$ cat config.mk
export PLATFORM = sky130hd
export DESIGN_NAME = run_sequencer_flat
export DESIGN_NICKNAME = d
export VERILOG_FILES = /design/src/rtl/run_sequencer_if.sv /design/src/rtl/run_sequencer.sv /design/src/flat_wrapper.sv
export SDC_FILE = /design/constraint.sdc
export NUM_CORES = 1
export LEC_CHECK = 0
export BUFFER_PORTS_ARGS = -buffer_cell sky130_fd_sc_hd__buf_4
export CORE_UTILIZATION = 55
export DETAILED_ROUTE_END_ITERATION = 8
export GPL_TIMING_DRIVEN = 0
export PLACE_DENSITY = 0.95
export SYNTH_ARGS = -nofsm -noshare
export SYNTH_HDL_FRONTEND = slang
export SYNTH_SLANG_ARGS = --single-unit
$ cat constraint.sdc
create_clock -name clk -period 3.5 [get_ports clk]
set_input_delay 0.35 -clock clk [delete_from_list [all_inputs] [get_ports clk]]
set_output_delay 0.35 -clock clk [all_outputs]
set_load 0.005 [all_outputs]
$ cat src/rtl/run_sequencer_if.sv
// run_sequencer_if
// Groups the host start handshake, operand load stream, data-memory port,
// core control and run results of run_sequencer into one bundle.
//   master : host/environment side (drives req, load stream, memory read data,
//            core_done)
//   slave  : run_sequencer side (drives load_ready, memory write port,
//            core_reset and the run results)
interface run_sequencer_if;
  logic        req;
  logic [3:0]  load_count;
  logic [7:0]  load_data;
  logic        load_valid;
  logic        load_ready;

  logic        mem_wr_en;
  logic [7:0]  mem_addr;
  logic [7:0]  mem_wr_data;
  logic [7:0]  mem_rd_data;

  logic        core_reset;
  logic        core_done;

  logic [7:0]  result;
  logic        ack;
  logic        timeout;
  logic [15:0] cycles;

  modport master (
    output req, load_count, load_data, load_valid, mem_rd_data, core_done,
    input  load_ready, mem_wr_en, mem_addr, mem_wr_data, core_reset,
           result, ack, timeout, cycles
  );

  modport slave (
    input  req, load_count, load_data, load_valid, mem_rd_data, core_done,
    output load_ready, mem_wr_en, mem_addr, mem_wr_data, core_reset,
           result, ack, timeout, cycles
  );
endinterface

$ cat src/rtl/run_sequencer.sv
// run_sequencer
// Runs one job on a small processor core: preloads up to 8 operand bytes into
// data memory, releases the core from reset until it reports done (or a cycle
// limit expires), reads the result byte back from memory and presents it to
// the host with a four-phase req/ack handshake.
// Ports:
//   clk  : single clock, rising edge
//   rst  : asynchronous, active-high reset
//   bus  : run_sequencer_if.slave (host handshake, load stream, memory port,
//          core control, results)
// Parameters:
//   TIMEOUT     : core-run cycle limit; 0 disables the limit
//   RESULT_ADDR : data-memory address holding the result byte
//
// state  | meaning
// -------+-----------------------------------------------------------
// S_IDLE | core held in reset, waiting for req
// S_LOAD | accepting operand bytes, each written to mem[index]
// S_RUN  | core released, counting cycles until done or timeout
// S_READ | core back in reset, result byte read from RESULT_ADDR
// S_ACK  | results presented, waiting for req to drop
module run_sequencer #(
  parameter logic [15:0] TIMEOUT     = 16'd1000,
  parameter logic [7:0]  RESULT_ADDR = 8'd0
) (
  input  logic             clk,
  input  logic             rst,
  run_sequencer_if.slave   bus
);

  typedef enum logic [2:0] {
    S_IDLE,
    S_LOAD,
    S_RUN,
    S_READ,
    S_ACK
  } state_t;

  state_t      state;
  state_t      state_nxt;

  logic [3:0]  count_q;
  logic [3:0]  idx_q;
  logic [15:0] cycles_q;
  logic        timeout_q;
  logic [7:0]  result_q;
  logic        first_q;

  logic [15:0] cycles_nxt;
  logic        last_byte;
  logic        done_seen;
  logic        hit_limit;
  logic [3:0]  count_clamped;

  logic        load_ready;
  logic        mem_wr_en;
  logic [7:0]  mem_addr;
  logic [7:0]  mem_wr_data;
  logic        core_reset;
  logic        ack;

  assign count_clamped = (bus.load_count > 4'd8) ? 4'd8 : bus.load_count;
  assign last_byte     = (idx_q == (count_q - 4'd1));
  assign cycles_nxt    = (cycles_q == 16'hFFFF) ? cycles_q : (cycles_q + 16'd1);
  // The core is still coming out of reset in its first RUN cycle, so a done
  // flag seen then is stale.
  assign done_seen     = bus.core_done && !first_q;
  // Compared against the post-increment count so the limit lands on the
  // cycle in which Cycles becomes TIMEOUT.
  assign hit_limit     = (TIMEOUT != 16'd0) && (cycles_nxt == TIMEOUT);

  always_ff @(posedge clk or posedge rst) begin
    if (rst) begin
      state <= S_IDLE;
    end else begin
      state <= state_nxt;
    end
  end

  always_comb begin
    state_nxt   = state;
    load_ready  = 1'b0;
    mem_wr_en   = 1'b0;
    mem_addr    = 8'd0;
    mem_wr_data = 8'd0;
    core_reset  = 1'b1;
    ack         = 1'b0;
    case (state)
      S_IDLE: begin
        if (bus.req) begin
          state_nxt = (bus.load_count == 4'd0) ? S_RUN : S_LOAD;
        end
      end
      S_LOAD: begin
        load_ready = 1'b1;
        mem_addr   = {4'd0, idx_q};
        if (bus.load_valid) begin
          mem_wr_en   = 1'b1;
          mem_wr_data = bus.load_data;
          if (last_byte) begin
            state_nxt = S_RUN;
          end
        end
      end
      S_RUN: begin
        core_reset = 1'b0;
        if (done_seen || hit_limit) begin
          state_nxt = S_READ;
        end
      end
      S_READ: begin
        mem_addr  = RESULT_ADDR;
        state_nxt = S_ACK;
      end
      S_ACK: begin
        ack = 1'b1;
        if (!bus.req) begin
          state_nxt = S_IDLE;
        end
      end
      default: begin
        state_nxt = S_IDLE;
      end
    endcase
  end

  always_ff @(posedge clk or posedge rst) begin
    if (rst) begin
      count_q   <= 4'd0;
      idx_q     <= 4'd0;
      cycles_q  <= 16'd0;
      timeout_q <= 1'b0;
      result_q  <= 8'd0;
      first_q   <= 1'b0;
    end else begin
      case (state)
        S_IDLE: begin
          if (bus.req) begin
            count_q   <= count_clamped;
            idx_q     <= 4'd0;
            cycles_q  <= 16'd0;
            timeout_q <= 1'b0;
            first_q   <= 1'b1;
          end
        end
        S_LOAD: begin
          if (bus.load_valid) begin
            idx_q <= idx_q + 4'd1;
          end
        end
        S_RUN: begin
          cycles_q <= cycles_nxt;
          first_q  <= 1'b0;
          // A real done in the limit cycle takes priority over the timeout.
          if (hit_limit && !done_seen) begin
            timeout_q <= 1'b1;
          end
        end
        S_READ: begin
          result_q <= bus.mem_rd_data;
        end
        default: begin
        end
      endcase
    end
  end

  assign bus.load_ready  = load_ready;
  assign bus.mem_wr_en   = mem_wr_en;
  assign bus.mem_addr    = mem_addr;
  assign bus.mem_wr_data = mem_wr_data;
  assign bus.core_reset  = core_reset;
  assign bus.ack         = ack;
  assign bus.result      = result_q;
  assign bus.timeout     = timeout_q;
  assign bus.cycles      = cycles_q;

endmodule

$ cat src/flat_wrapper.sv
// flat-port wrapper written by rule: the top's interface ports become plain ports
module run_sequencer_flat 
#(
  parameter logic [15:0] TIMEOUT     = 16'd1000,
  parameter logic [7:0]  RESULT_ADDR = 8'd0
)
  (clk, rst, bus_req, bus_load_count, bus_load_data, bus_load_valid, bus_mem_rd_data, bus_core_done, bus_load_ready, bus_mem_wr_en, bus_mem_addr, bus_mem_wr_data, bus_core_reset, bus_result, bus_ack, bus_timeout, bus_cycles);
  run_sequencer_if bus_i ();
  input  logic clk;
  input  logic rst;
  input wire logic [$bits(bus_i.req)-1:0] bus_req;
  input wire logic [$bits(bus_i.load_count)-1:0] bus_load_count;
  input wire logic [$bits(bus_i.load_data)-1:0] bus_load_data;
  input wire logic [$bits(bus_i.load_valid)-1:0] bus_load_valid;
  input wire logic [$bits(bus_i.mem_rd_data)-1:0] bus_mem_rd_data;
  input wire logic [$bits(bus_i.core_done)-1:0] bus_core_done;
  output wire logic [$bits(bus_i.load_ready)-1:0] bus_load_ready;
  output wire logic [$bits(bus_i.mem_wr_en)-1:0] bus_mem_wr_en;
  output wire logic [$bits(bus_i.mem_addr)-1:0] bus_mem_addr;
  output wire logic [$bits(bus_i.mem_wr_data)-1:0] bus_mem_wr_data;
  output wire logic [$bits(bus_i.core_reset)-1:0] bus_core_reset;
  output wire logic [$bits(bus_i.result)-1:0] bus_result;
  output wire logic [$bits(bus_i.ack)-1:0] bus_ack;
  output wire logic [$bits(bus_i.timeout)-1:0] bus_timeout;
  output wire logic [$bits(bus_i.cycles)-1:0] bus_cycles;
  assign bus_i.req = bus_req;
  assign bus_i.load_count = bus_load_count;
  assign bus_i.load_data = bus_load_data;
  assign bus_i.load_valid = bus_load_valid;
  assign bus_i.mem_rd_data = bus_mem_rd_data;
  assign bus_i.core_done = bus_core_done;
  assign bus_load_ready = bus_i.load_ready;
  assign bus_mem_wr_en = bus_i.mem_wr_en;
  assign bus_mem_addr = bus_i.mem_addr;
  assign bus_mem_wr_data = bus_i.mem_wr_data;
  assign bus_core_reset = bus_i.core_reset;
  assign bus_result = bus_i.result;
  assign bus_ack = bus_i.ack;
  assign bus_timeout = bus_i.timeout;
  assign bus_cycles = bus_i.cycles;
  run_sequencer #(.TIMEOUT(TIMEOUT), .RESULT_ADDR(RESULT_ADDR)) u_core (.clk(clk), .rst(rst), .bus(bus_i));
endmodule
==> reports/qor.txt, run 1 <==
Cell-by-cell trace of the critical path -> clkbuf_1 -> nor3b_1 -> clkbuf_1 -> and3_1 -> buf_4
Slew @ Worst Pin -> 0.760 ns
Seq cells post-synth -> 37
Post-synthesis cell count -> 250
Post-CTS Repair Setup Buffers -> 0
Number of gates resized after CTS -> 0
Switching power of the nets -> 555 uW
Overall global routing resource usage -> 27.2%
Area of the core -> 3770 um^2
Dominant cell type by area after synthesis -> dfrtp_1
Power share of the combinational group -> 41.4%
Outcome -> finished, final reports clean
I/O pin count -> 70
Remaining routing DRC violations -> 0
Sequential-to-total area share from yosys stat -> 41.8%
Area Growth Syn to Fin -> 29.2%
Estimated wirelength of the detail-placed design -> 3960 um
Ratio of total power to cell area -> 546 nW/um^2
Sw frac -> 35.5%
Slew margin rel. -> 49.3%
R2r startpoint -> u_core.bus.cycles[0]$_DFFE_PP0P_
Count of yosys warnings during synthesis -> 0
Detailed-router iteration count before antenna repair -> 5
Setup slack after layout -> 1.02 ns
Number of buffer and inverter instances along the worst setup path -> 3
Number of vias after detailed routing -> 2179
Delay contributed by the slowest stage of the critical path -> 0.63 ns
Number of antenna violations at the first check in global routing -> 0
Antenna Nets Post-Route -> 0
Unrepaired setup endpoints after global routing -> no
Final number of hold-violating endpoints -> 0
R2R setup slack -> 1.18 ns
Fin crit period -> 2.48 ns
Largest net degree at the start of global routing -> 38
Number of library cell types mapped by synthesis -> 44
Hold bufs inserted after CTS -> 0
Sum of routed wire length over all layers -> 5390 um
Vias in the first global route -> 1993
Total grt overflow -> 0
Gate family responsible for the most delay along the worst path -> simple AND/OR/NAND/NOR gates
Wire length of the first global-routing pass -> 8880 um
Synth cell count leaders -> 37 x dfrtp_1, 32 x nand2_1, 20 x o21ai_0
Post-Route Utilization -> 75.9%
Clock Root Buffer -> clkbuf_8
Startpoint type of the worst setup path -> flip-flop
Number of diodes added for antenna fixing -> 0
Buffer levels on the longest clock path -> 2
Async set or reset register ratio after synthesis -> 100%
Period Utilization, post-route -> 71.0%
Reg power frac -> 39.5%
Area occupied by registers -> 926 um^2
Violation count after the first detailed-routing iteration -> 112
Area share of the largest cell type after synthesis -> 41.8%
Internal Dissipation -> 1.01 mW
Count of final setup violators -> 0
Top-count cell post-synth -> dfrtp_1
Pins over their slew limit -> 0
Net count, final -> 353
Count of input and output buffers -> 65
Number of synthesized flops with an enable pin -> 0
Number of vias per cell -> 5.83
Die width -> 65.5 um
H-tree lvl count -> 2
Clock latency reported for the late side of the worst-skew pair -> 0.29 ns
Average detailed-routed wire length per instance -> 14.4 um
Setup skew after layout -> 0.00937 ns
Avg Cell Area, Syn -> 8.87 um^2
CTS Buf Count -> 5
Hold Path Class -> in2async
# clock sinks -> 37
Cell repeated most along the worst path -> clkbuf_1
Max-Cap Viols -> 0
Kind of end point of the critical path -> output port
Leading register cell type out of synthesis -> dfrtp_1
Total area of multi-input combinational cells -> 1170 um^2
Number of filler instances in the final layout -> 254
Type of the worst setup path -> reg2out
Static Leak -> 1.37 nW
Clock-pin slew on the worst setup and hold paths -> 0.08 ns
Final RePlAce weighted congestion -> 0.901
Area of the die -> 4290 um^2
Worst-case reg-to-reg path depth -> 8
Chip height -> 65.5 um
Critical Path AT -> 2.13 ns
Worst endpoint required time -> 3.15 ns
Top post-synthesis cells by area -> dfrtp_1 42%, nand2_1 5.4%, o21ai_0 4.5%, mux2_2 4.1%, and3_1 3.4%
Max Fclk -> 0.402 GHz
Number of placement rows -> 22
Maximum fanout count along the critical path -> 10
Setup TNS -> 0 ns
Clock network fraction of total power -> 19.1%
Effective utilization at floorplan -> 58.8%
Minimum setup slack after placement -> 1.21 ns
Capture point of the worst reg-to-reg path -> u_core.state[0]$_DFFE_PP0P_
Cell with the biggest individual delay on the critical path -> nor3b_1
TritonCTS clock tree -> yes
Layout cell share with drive strength beyond 1 -> 29.1%
Worst IR Drop VDD -> 473 uV
Combined area of all synthesized cells -> 2220 um^2
-- power groups by stage --
stage	Clock (mW)	Sequential (mW)	Combinational (mW)
floorplan	0	0.611	0.377
detailed placement	0	0.625	0.645
finish	0.299	0.617	0.647
global placement	0	0.617	0.619
global route	0.315	0.632	0.723
CTS	0.299	0.616	0.651
-- stage by stage --
step                hold slack (ns)  power, mW  cell area, um^2  cells
floorplan                     0.438      0.987             2230    253
global placement              0.453       1.24             2780    366
detailed placement            0.464       1.27             2780    366
CTS                           0.283       1.57             2860    374
global route                  0.276       1.67             2860    374
finish                        0.194       1.56             2860    374
-- routing by layer --
layer / vias to the layer above / GRT usage, % / routed length (um)
met5: - / 0 / 0
met4: 0 / 12.0 / 129
met3: 17 / 5.56 / 479
met2: 115 / 44.1 / 2620
met1: 1006 / 35.2 / 2160
li1: 1041 / - / -
-- placed cells by master (no fill, tap or decap), drive strengths merged, types with 2 or more instances in the layout --
cell,netlist,final
a31oi,8,8
a211oi,2,2
nand2b,3,3
dfrtp,37,37
clkbuf,9,15
mux2i,2,2
nand2,32,32
or4,2,2
mux2,8,8
inv,8,8
nor3,6,6
and4,4,4
o21ai,21,21
xnor2,5,5
ha,3,3
conb,1,4
o21a,2,2
o31ai,3,3
nand3b,7,7
buf,9,74
and2,6,6
nand3,9,9
nand4,10,10
nor4,3,3
clkinvlp,0,2
and3,12,12
nor2,15,15
xor2,7,7
a21oi,7,7
-- sequential cells by signal, indices dropped and copies added (netlist names) --
| name | flops |
|---|---|
| u_core.bus.result | 8 |
| u_core.bus.timeout | 1 |
| u_core.idx_q | 4 |
| u_core.bus.cycles | 16 |
| u_core.count_q | 4 |
| u_core.state | 3 |
| u_core.first_q | 1 |
-- worst reg2reg max path, delay by kind of cell (launching register included) --
| family | cells | cell delay [ns] |
|---|---|---|
| fa+ha+maj | 1 | 0.32 |
| buf+inv | 1 | 0.16 |
| simple gates | 3 | 0.87 |
| flops | 1 | 0.47 |
| compound gates | 3 | 0.44 |
-- kinds of logic after synthesis --
| kind of cell | share of synthesized area [%] |
|---|---|
| other | 0.169 |
| xor gates and xnor gates | 4.74 |
| adders and majority gates | 1.69 |
| buffers and inverters | 5.76 |
| AOI/OAI and AO/OA | 13.3 |
| DFF | 41.8 |
| and+or+nand+nor | 27.6 |
| muxes | 4.97 |
-- how the worst max path moves through the flow --
| stage | slack [ns] | cells past startpoint | end | start |
|---|---|---|---|---|
| after floorplan | 1.49 | 7 | u_core.state[0]$_DFFE_PP0P_ | u_core.bus.cycles[0]$_DFFE_PP0P_ |
| after global placement | 1.26 | 8 | u_core.state[0]$_DFFE_PP0P_ | u_core.bus.cycles[0]$_DFFE_PP0P_ |
| after detailed placement | 1.21 | 8 | u_core.state[0]$_DFFE_PP0P_ | u_core.bus.cycles[1]$_DFFE_PP0P_ |
| after CTS | 1.05 | 5 | bus_mem_wr_data[5] | u_core.state[0]$_DFFE_PP0P_ |
| after global routing | 0.84 | 5 | bus_mem_wr_data[1] | u_core.state[0]$_DFFE_PP0P_ |
| final | 1.02 | 5 | bus_mem_wr_data[5] | u_core.state[0]$_DFFE_PP0P_ |
-- cell type report --
cell class	instances	area share, %
Buffer	18	3.41
Clock buffer	6	2.53
Clock inverter	2	0.524
Inverter	8	1.05
Multi-Input combinational cell	190	41.0
Sequential cell	37	32.3
Tap cell	48	2.10
Timing Repair Buffer	65	17.0
Power figures use the tool's default switching activity.
==> run 2: changes to the inputs <==
Settings changed: CORE_UTILIZATION 55 to 51, PLACE_DENSITY 0.95 to 0.91.
Clock period 3.5 ns to 2.5 ns, I/O delays scaled along.
==> run 2 against run 1 <==
Net effect:
- wire length up 15%
- core utilization down 3.6 points
- clock skew down 0.0021 ns
- via count up 3.0%
- final cell count up 1.3%
- critical path type is now reg2reg
- first-iteration DRC count up 93%
==> reports/qor.txt, run 2 (same netlist as run 1, synthesis figures left out) <==
Area of the die -> 4620 um^2 (+7.6%)
Buffer levels on the longest clock path -> 2 (unchanged)
Static Leak -> 1.42 nW (+3.5%)
Critical Path AT -> 2.60 ns (+0.47 ns)
Number of antenna violations at the first check in global routing -> 0 (unchanged)
Detailed-router iteration count before antenna repair -> 6 (+1)
Maximum fanout count along the critical path -> 8 (-2)
Antenna Nets Post-Route -> 0 (unchanged)
Cell with the biggest individual delay on the critical path -> or4_4
Count of final setup violators -> 0 (unchanged)
Most used cells in the layout excluding fill and tap cells -> 70 x buf_4, 37 x dfrtp_1, 32 x nand2_1
Area of placed instances -> 2820 um^2 (+1.6%)
Outcome -> finished, final reports clean
Area Growth Syn to Fin -> 33.4%
Number of buffer and inverter instances along the worst setup path -> 0 (-3)
Setup skew after layout -> 0.00727 ns (-0.00210 ns)
Sum of routed wire length over all layers -> 6210 um (+15%)
Worst IR Drop VDD -> 367 uV (-22%)
Post-route design area -> 2960 um^2 (+3.2%)
Average detailed-routed wire length per instance -> 16.4 um (+14%)
Delay contributed by the slowest stage of the critical path -> 0.55 ns (-0.08 ns)
Largest net degree at the start of global routing -> 18 (-53%)
Inst Count DP -> 370 (+1.1%)
Unrepaired setup endpoints after global routing -> no
Gate family responsible for the most delay along the worst path -> simple AND/OR/NAND/NOR gates
Max Fclk -> 0.420 GHz
Number of placement rows -> 23 (+4.5%)
Post-Route Utilization -> 72.4% (-3.6 points)
Ratio of total power to cell area -> 806 nW/um^2 (+48%)
Slew margin rel. -> 47.0% (-2.2 points)
Final number of hold-violating endpoints -> 0 (unchanged)
Count of input and output buffers -> 65 (unchanged)
Final RePlAce weighted congestion -> 0.985 (+9.3%)
Type of the worst setup path -> reg2reg
Post-CTS Repair Setup Buffers -> 0 (unchanged)
Wire length of the first global-routing pass -> 9920 um (+12%)
Period Utilization, post-route -> 95.2%
Estimated wirelength of the detail-placed design -> 4350 um (+9.6%)
Slew @ Worst Pin -> 0.787 ns (+0.0272 ns)
Worst-case reg-to-reg path depth -> 7 (-1)
Clock latency reported for the late side of the worst-skew pair -> 0.30 ns (about the same)
Effective utilization at floorplan -> 54.3% (-4.5 points)
Kind of end point of the critical path -> flip-flop
Most common library cell in the layout ignoring fill and taps -> buf_4
I/O pin count -> 70 (unchanged)
Number of vias per cell -> 5.92 (+1.7%)
Max FFs per register -> 16 (unchanged)
Total grt overflow -> 0 (unchanged)
Layout cell share with drive strength beyond 1 -> 30.1% (+0.95 points)
Hold Path Class -> in2reg
Cell-by-cell trace of the critical path -> ha_1 -> nand3_2 -> or4_4 -> and3_1 -> xor2_1 -> nand4_1 -> a31oi_1
Violation count after the first detailed-routing iteration -> 216 (+93%)
Number of vias after detailed routing -> 2245 (+3.0%)
TritonCTS clock tree -> yes
Die width -> 67.9 um (+3.7%)
Net count, final -> 356 (+0.85%)
Cell count of the worst hold path -> 2
Area of the core -> 4090 um^2 (+8.4%)
Vias in the first global route -> 2125 (+6.6%)
Worst path depth -> 7 (+2)
Post-layout instance count excluding filler cells -> 379 (+1.3%)
Number of diodes added for antenna fixing -> 0 (unchanged)
Clock Root Buffer -> clkbuf_8
Fin crit period -> 2.38 ns
CTS Buf Count -> 5 (unchanged)
# clock sinks -> 37 (unchanged)
Overall global routing resource usage -> 29.1% (+1.9 points)
Remaining routing DRC violations -> 0 (unchanged)
Startpoint type of the worst setup path -> flip-flop
Smallest hold slack -> 0.182 ns (-0.0123 ns)
H-tree lvl count -> 2 (unchanged)
Max-Cap Viols -> 0 (unchanged)
Pins over their slew limit -> 0 (unchanged)
Clock-pin slew on the worst setup and hold paths -> 0.08 ns (about the same)
Chip height -> 67.9 um (+3.7%)
Worst endpoint required time -> 2.72 ns (-0.43 ns)
Setup TNS -> 0 ns (unchanged)
run 2: report_power, final:
group	internal [mW]	switching [mW]
clock network	0.299	0.233
registers	0.745	0.136
logic	0.482	0.487
run 2: per-layer routing:
layer  GRT usage (%)  part of all wire (%)  vias up
met5               0                     0        -
met4            13.3                   3.1        0
met3            5.00                   7.3       21
met2            51.2                    51      115
met1            34.2                    38     1067
li1                -                     -     1042
run 2: final cells by class:
class / count / area, um^2
Multi-Input combinational cell: 190 / 1180
Timing Repair Buffer: 68 / 541
Clock buffer: 5 / 68.8
Tap cell: 50 / 62.6
Fill cell: 291 / 1130
Sequential cell: 37 / 926
Inverter: 8 / 30.0
Buffer: 18 / 97.6
Clock inverter: 3 / 46.3
run 2: what timing repair did:
| item | 4_1_cts | 5_1_grt |
|---|---|---|
| endpoints found under the hold margin | 8 | 0 |
| setup endpoints to repair | 0 | 10 |
| resized for setup | 0 | 2 |
| hold buffers | 1 | 0 |
run 2: worst paths after layout:
kind / from / end / slack (ns)
min: bus_mem_rd_data[5] / u_core.bus.result[5]$_DFFE_PP0P_ / 0.18
min in group asynchronous: rst / u_core.bus.cycles[8]$_DFFE_PP0P_ / 0.51
max in group asynchronous: rst / u_core.bus.cycles[0]$_DFFE_PP0P_ / 1.39
min reg2reg: u_core.first_q$_DFFE_PP0P_ / u_core.first_q$_DFFE_PP0P_ / 0.49
max reg2reg: u_core.bus.cycles[0]$_DFFE_PP0P_ / u_core.state[0]$_DFFE_PP0P_ / 0.12
max: u_core.bus.cycles[0]$_DFFE_PP0P_ / u_core.state[0]$_DFFE_PP0P_ / 0.12
run 2: per-stage QoR:
step | power (mW) | setup slack, ns
finish | 2.38 | 0.121
global route | 2.53 | 0.0173
CTS | 2.37 | 0.0682
detailed placement | 1.82 | 0.190
global placement | 1.73 | 0.273
floorplan | 1.38 | 0.489
==> run 3: changes to the inputs <==
Settings changed: SETUP_SLACK_MARGIN from default to 0.15.
==> run 3 against run 2 <==
Net effect:
- critical path type is now reg2out
- highest routed layer unchanged
- clock power barely moved
- largest power group unchanged
- clock skew down 0.0034 ns
- combinational power rose by 2.2%
==> reports/qor.txt, run 3 (same netlist as run 1, synthesis figures left out) <==
Vias in the first global route -> 2123 (-0.094%)
Number of antenna violations at the first check in global routing -> 0 (unchanged)
Area occupied by registers -> 928 um^2 (+0.27%)
Slew margin rel. -> 49.2% (+2.1 points)
Setup crit start -> u_core.state[1]$_DFFE_PP0P_
Most common library cell in the layout ignoring fill and taps -> buf_4
Effective utilization at floorplan -> 54.3% (unchanged)
Overall global routing resource usage -> 29.3% (+0.21 points)
Remaining routing DRC violations -> 0 (unchanged)
Setup skew after layout -> 0.00392 ns (-0.00336 ns)
Worst IR Drop VDD -> 369 uV (+0.59%)
Final RePlAce weighted congestion -> 0.985 (unchanged)
Total area of multi-input combinational cells -> 1190 um^2 (+0.74%)
Number of vias per cell -> 6.01 (+1.4%)
Clock latency reported for the late side of the worst-skew pair -> 0.30 ns (about the same)
Outcome -> finished, final reports clean
CTS Buf Count -> 5 (unchanged)
Setup slack after layout -> 0.222 ns (+0.102 ns)
Clock Root Buffer -> clkbuf_8
Slew @ Worst Pin -> 0.755 ns (-0.0318 ns)
Overall power of the completed layout -> 2.41 mW (+1.2%)
Cell with the biggest individual delay on the critical path -> clkbuf_1
Antenna Nets Post-Route -> 0 (unchanged)
Number of filler instances in the final layout -> 296 (+1.7%)
Most used cells in the layout excluding fill and tap cells -> 70 x buf_4, 35 x dfrtp_1, 32 x nand2_1
Net count, final -> 356 (unchanged)
Area Growth Syn to Fin -> 33.9%
Buffer levels on the longest clock path -> 2 (unchanged)
I/O pin count -> 70 (unchanged)
Die width -> 67.9 um (unchanged)
Detailed-router iteration count before antenna repair -> 4 (-2)
Max-Cap Viols -> 0 (unchanged)
Post-route design area -> 2970 um^2 (+0.38%)
Area of the die -> 4620 um^2 (unchanged)
Average detailed-routed wire length per instance -> 16.8 um (+2.7%)
Max FFs per register -> 16 (unchanged)
Hold_sp -> bus_mem_rd_data[3]
Kind of end point of the critical path -> output port
Maximum fanout count along the critical path -> 10 (+2)
Inst Count DP -> 370 (unchanged)
Startpoint type of the worst setup path -> flip-flop
Wire length of the first global-routing pass -> 10000 um (+1.0%)
Sum of routed wire length over all layers -> 6380 um (+2.7%)
Critical Path AT -> 2.03 ns (-0.57 ns)
H-tree lvl count -> 2 (unchanged)
Post-CTS Repair Setup Buffers -> 0 (unchanged)
Ratio of total power to cell area -> 812 nW/um^2 (+0.79%)
Met2 layer wire length in the routed design -> 3290 um (+3.6%)
Post-Route Utilization -> 72.6% (+0.28 points)
Area of the core -> 4090 um^2 (unchanged)
Chip height -> 67.9 um (unchanged)
Top layer in use -> met4
Max Fclk -> 0.439 GHz (+4.5%)
Delay contributed by the slowest stage of the critical path -> 0.35 ns (-0.20 ns)
Type of the worst setup path -> reg2out
Length of routed wiring on met1 -> 2420 um (+1.5%)
Count of input and output buffers -> 65 (unchanged)
Cell-by-cell trace of the critical path -> clkbuf_1 -> inv_1 -> nor3_2 -> inv_1 -> clkbuf_1 -> buf_4
Worst endpoint required time -> 2.25 ns (-0.47 ns)
Smallest hold slack -> 0.185 ns (+0.00276 ns)
Number of vias after detailed routing -> 2276 (+1.4%)
Fin crit period -> 2.28 ns (-0.102 ns)
Gate family responsible for the most delay along the worst path -> buffers and inverters
Unrepaired setup endpoints after global routing -> yes
Estimated wirelength of the detail-placed design -> 4350 um (unchanged)
Post-layout instance count excluding filler cells -> 379 (unchanged)
Setup TNS -> 0 ns (unchanged)
Detailed-routed wire length on met3 -> 538 um (+19%)
Minimum setup slack after placement -> 0.190 ns (unchanged)
Number of diodes added for antenna fixing -> 0 (unchanged)
Number of placement rows -> 23 (unchanged)
Number of buffer and inverter instances along the worst setup path -> 5 (+5)
Largest net degree at the start of global routing -> 18 (unchanged)
Hold Path Class -> in2reg
Area of placed instances -> 2820 um^2 (unchanged)
Total grt overflow -> 0 (unchanged)
Period Utilization, post-route -> 91.1% (-4.1 points)
Static Leak -> 1.41 nW (-0.32%)
# clock sinks -> 37 (unchanged)
Violation count after the first detailed-routing iteration -> 206 (-4.6%)
Pins over their slew limit -> 0 (unchanged)
R2r startpoint -> u_core.bus.cycles[0]$_DFFE_PP0P_
Layout cell share with drive strength beyond 1 -> 31.0% (+0.91 points)
TritonCTS clock tree -> yes
Clock-pin slew on the worst setup and hold paths -> 0.08 ns (about the same)
Final number of hold-violating endpoints -> 0 (unchanged)
Count of final setup violators -> 0 (unchanged)
## run 3: cell counts in the layout (fill, tap and decap cells not counted)
No cell type changed its count.
## run 3: power breakdown
group	internal (mW)	switching (mW)
logic	0.493	0.497
clock network	0.299	0.235
registers	0.747	0.139
## run 3: final timing paths
| kind | end | slack (ns) | depth (start not counted) |
|---|---|---|---|
| worst max register to register | u_core.state[0]$_DFFE_PP0P_ | 0.26 | 7 |
| worst min-delay path | u_core.bus.result[3]$_DFFE_PP0P_ | 0.18 | 2 |
| worst max-delay path | bus_core_reset | 0.22 | 6 |
| min in group asynchronous | u_core.bus.cycles[8]$_DFFE_PP0P_ | 0.51 | 3 |
| max in group asynchronous | u_core.bus.cycles[0]$_DFFE_PP0P_ | 1.38 | 5 |
| worst min register to register | u_core.first_q$_DFFE_PP0P_ | 0.49 | 2 |
## run 3: area by class of cell
cell class                 count  area share [%]
clock buffer                   5            2.32
inverter                       8            1.01
tap                           50            2.11
buffer                        18            3.29
multi-input combinational    190            40.2
timing repair buffer          68            18.2
sequential                    37            31.3
clock inverter                 3            1.56
## run 3: worst reg2reg max path, delay by kind of cell, from the launching register on
kind            cells  cell delay, ns
simple gates        4            1.07
flops               1            0.45
fa+ha+maj           1            0.27
compound gates      1            0.22
xor+xnor            1            0.15
## run 3: metal layers
layer | track usage [%] | vias to the layer above
li1 | - | 1039
met1 | 34.5 | 1089
met2 | 51.0 | 132
met3 | 5.67 | 16
met4 | 13.5 | 0
met5 | 0 | -
## run 3: repair_timing
item | 4_1_cts | 5_1_grt
setup endpoints to repair | 9 | 10
cloned | 0 | 0
pin swaps | 0 | 0
endpoints found under the hold margin | 8 | 0
hold buffers | 1 | 0
gates resized for setup | 1 | 5
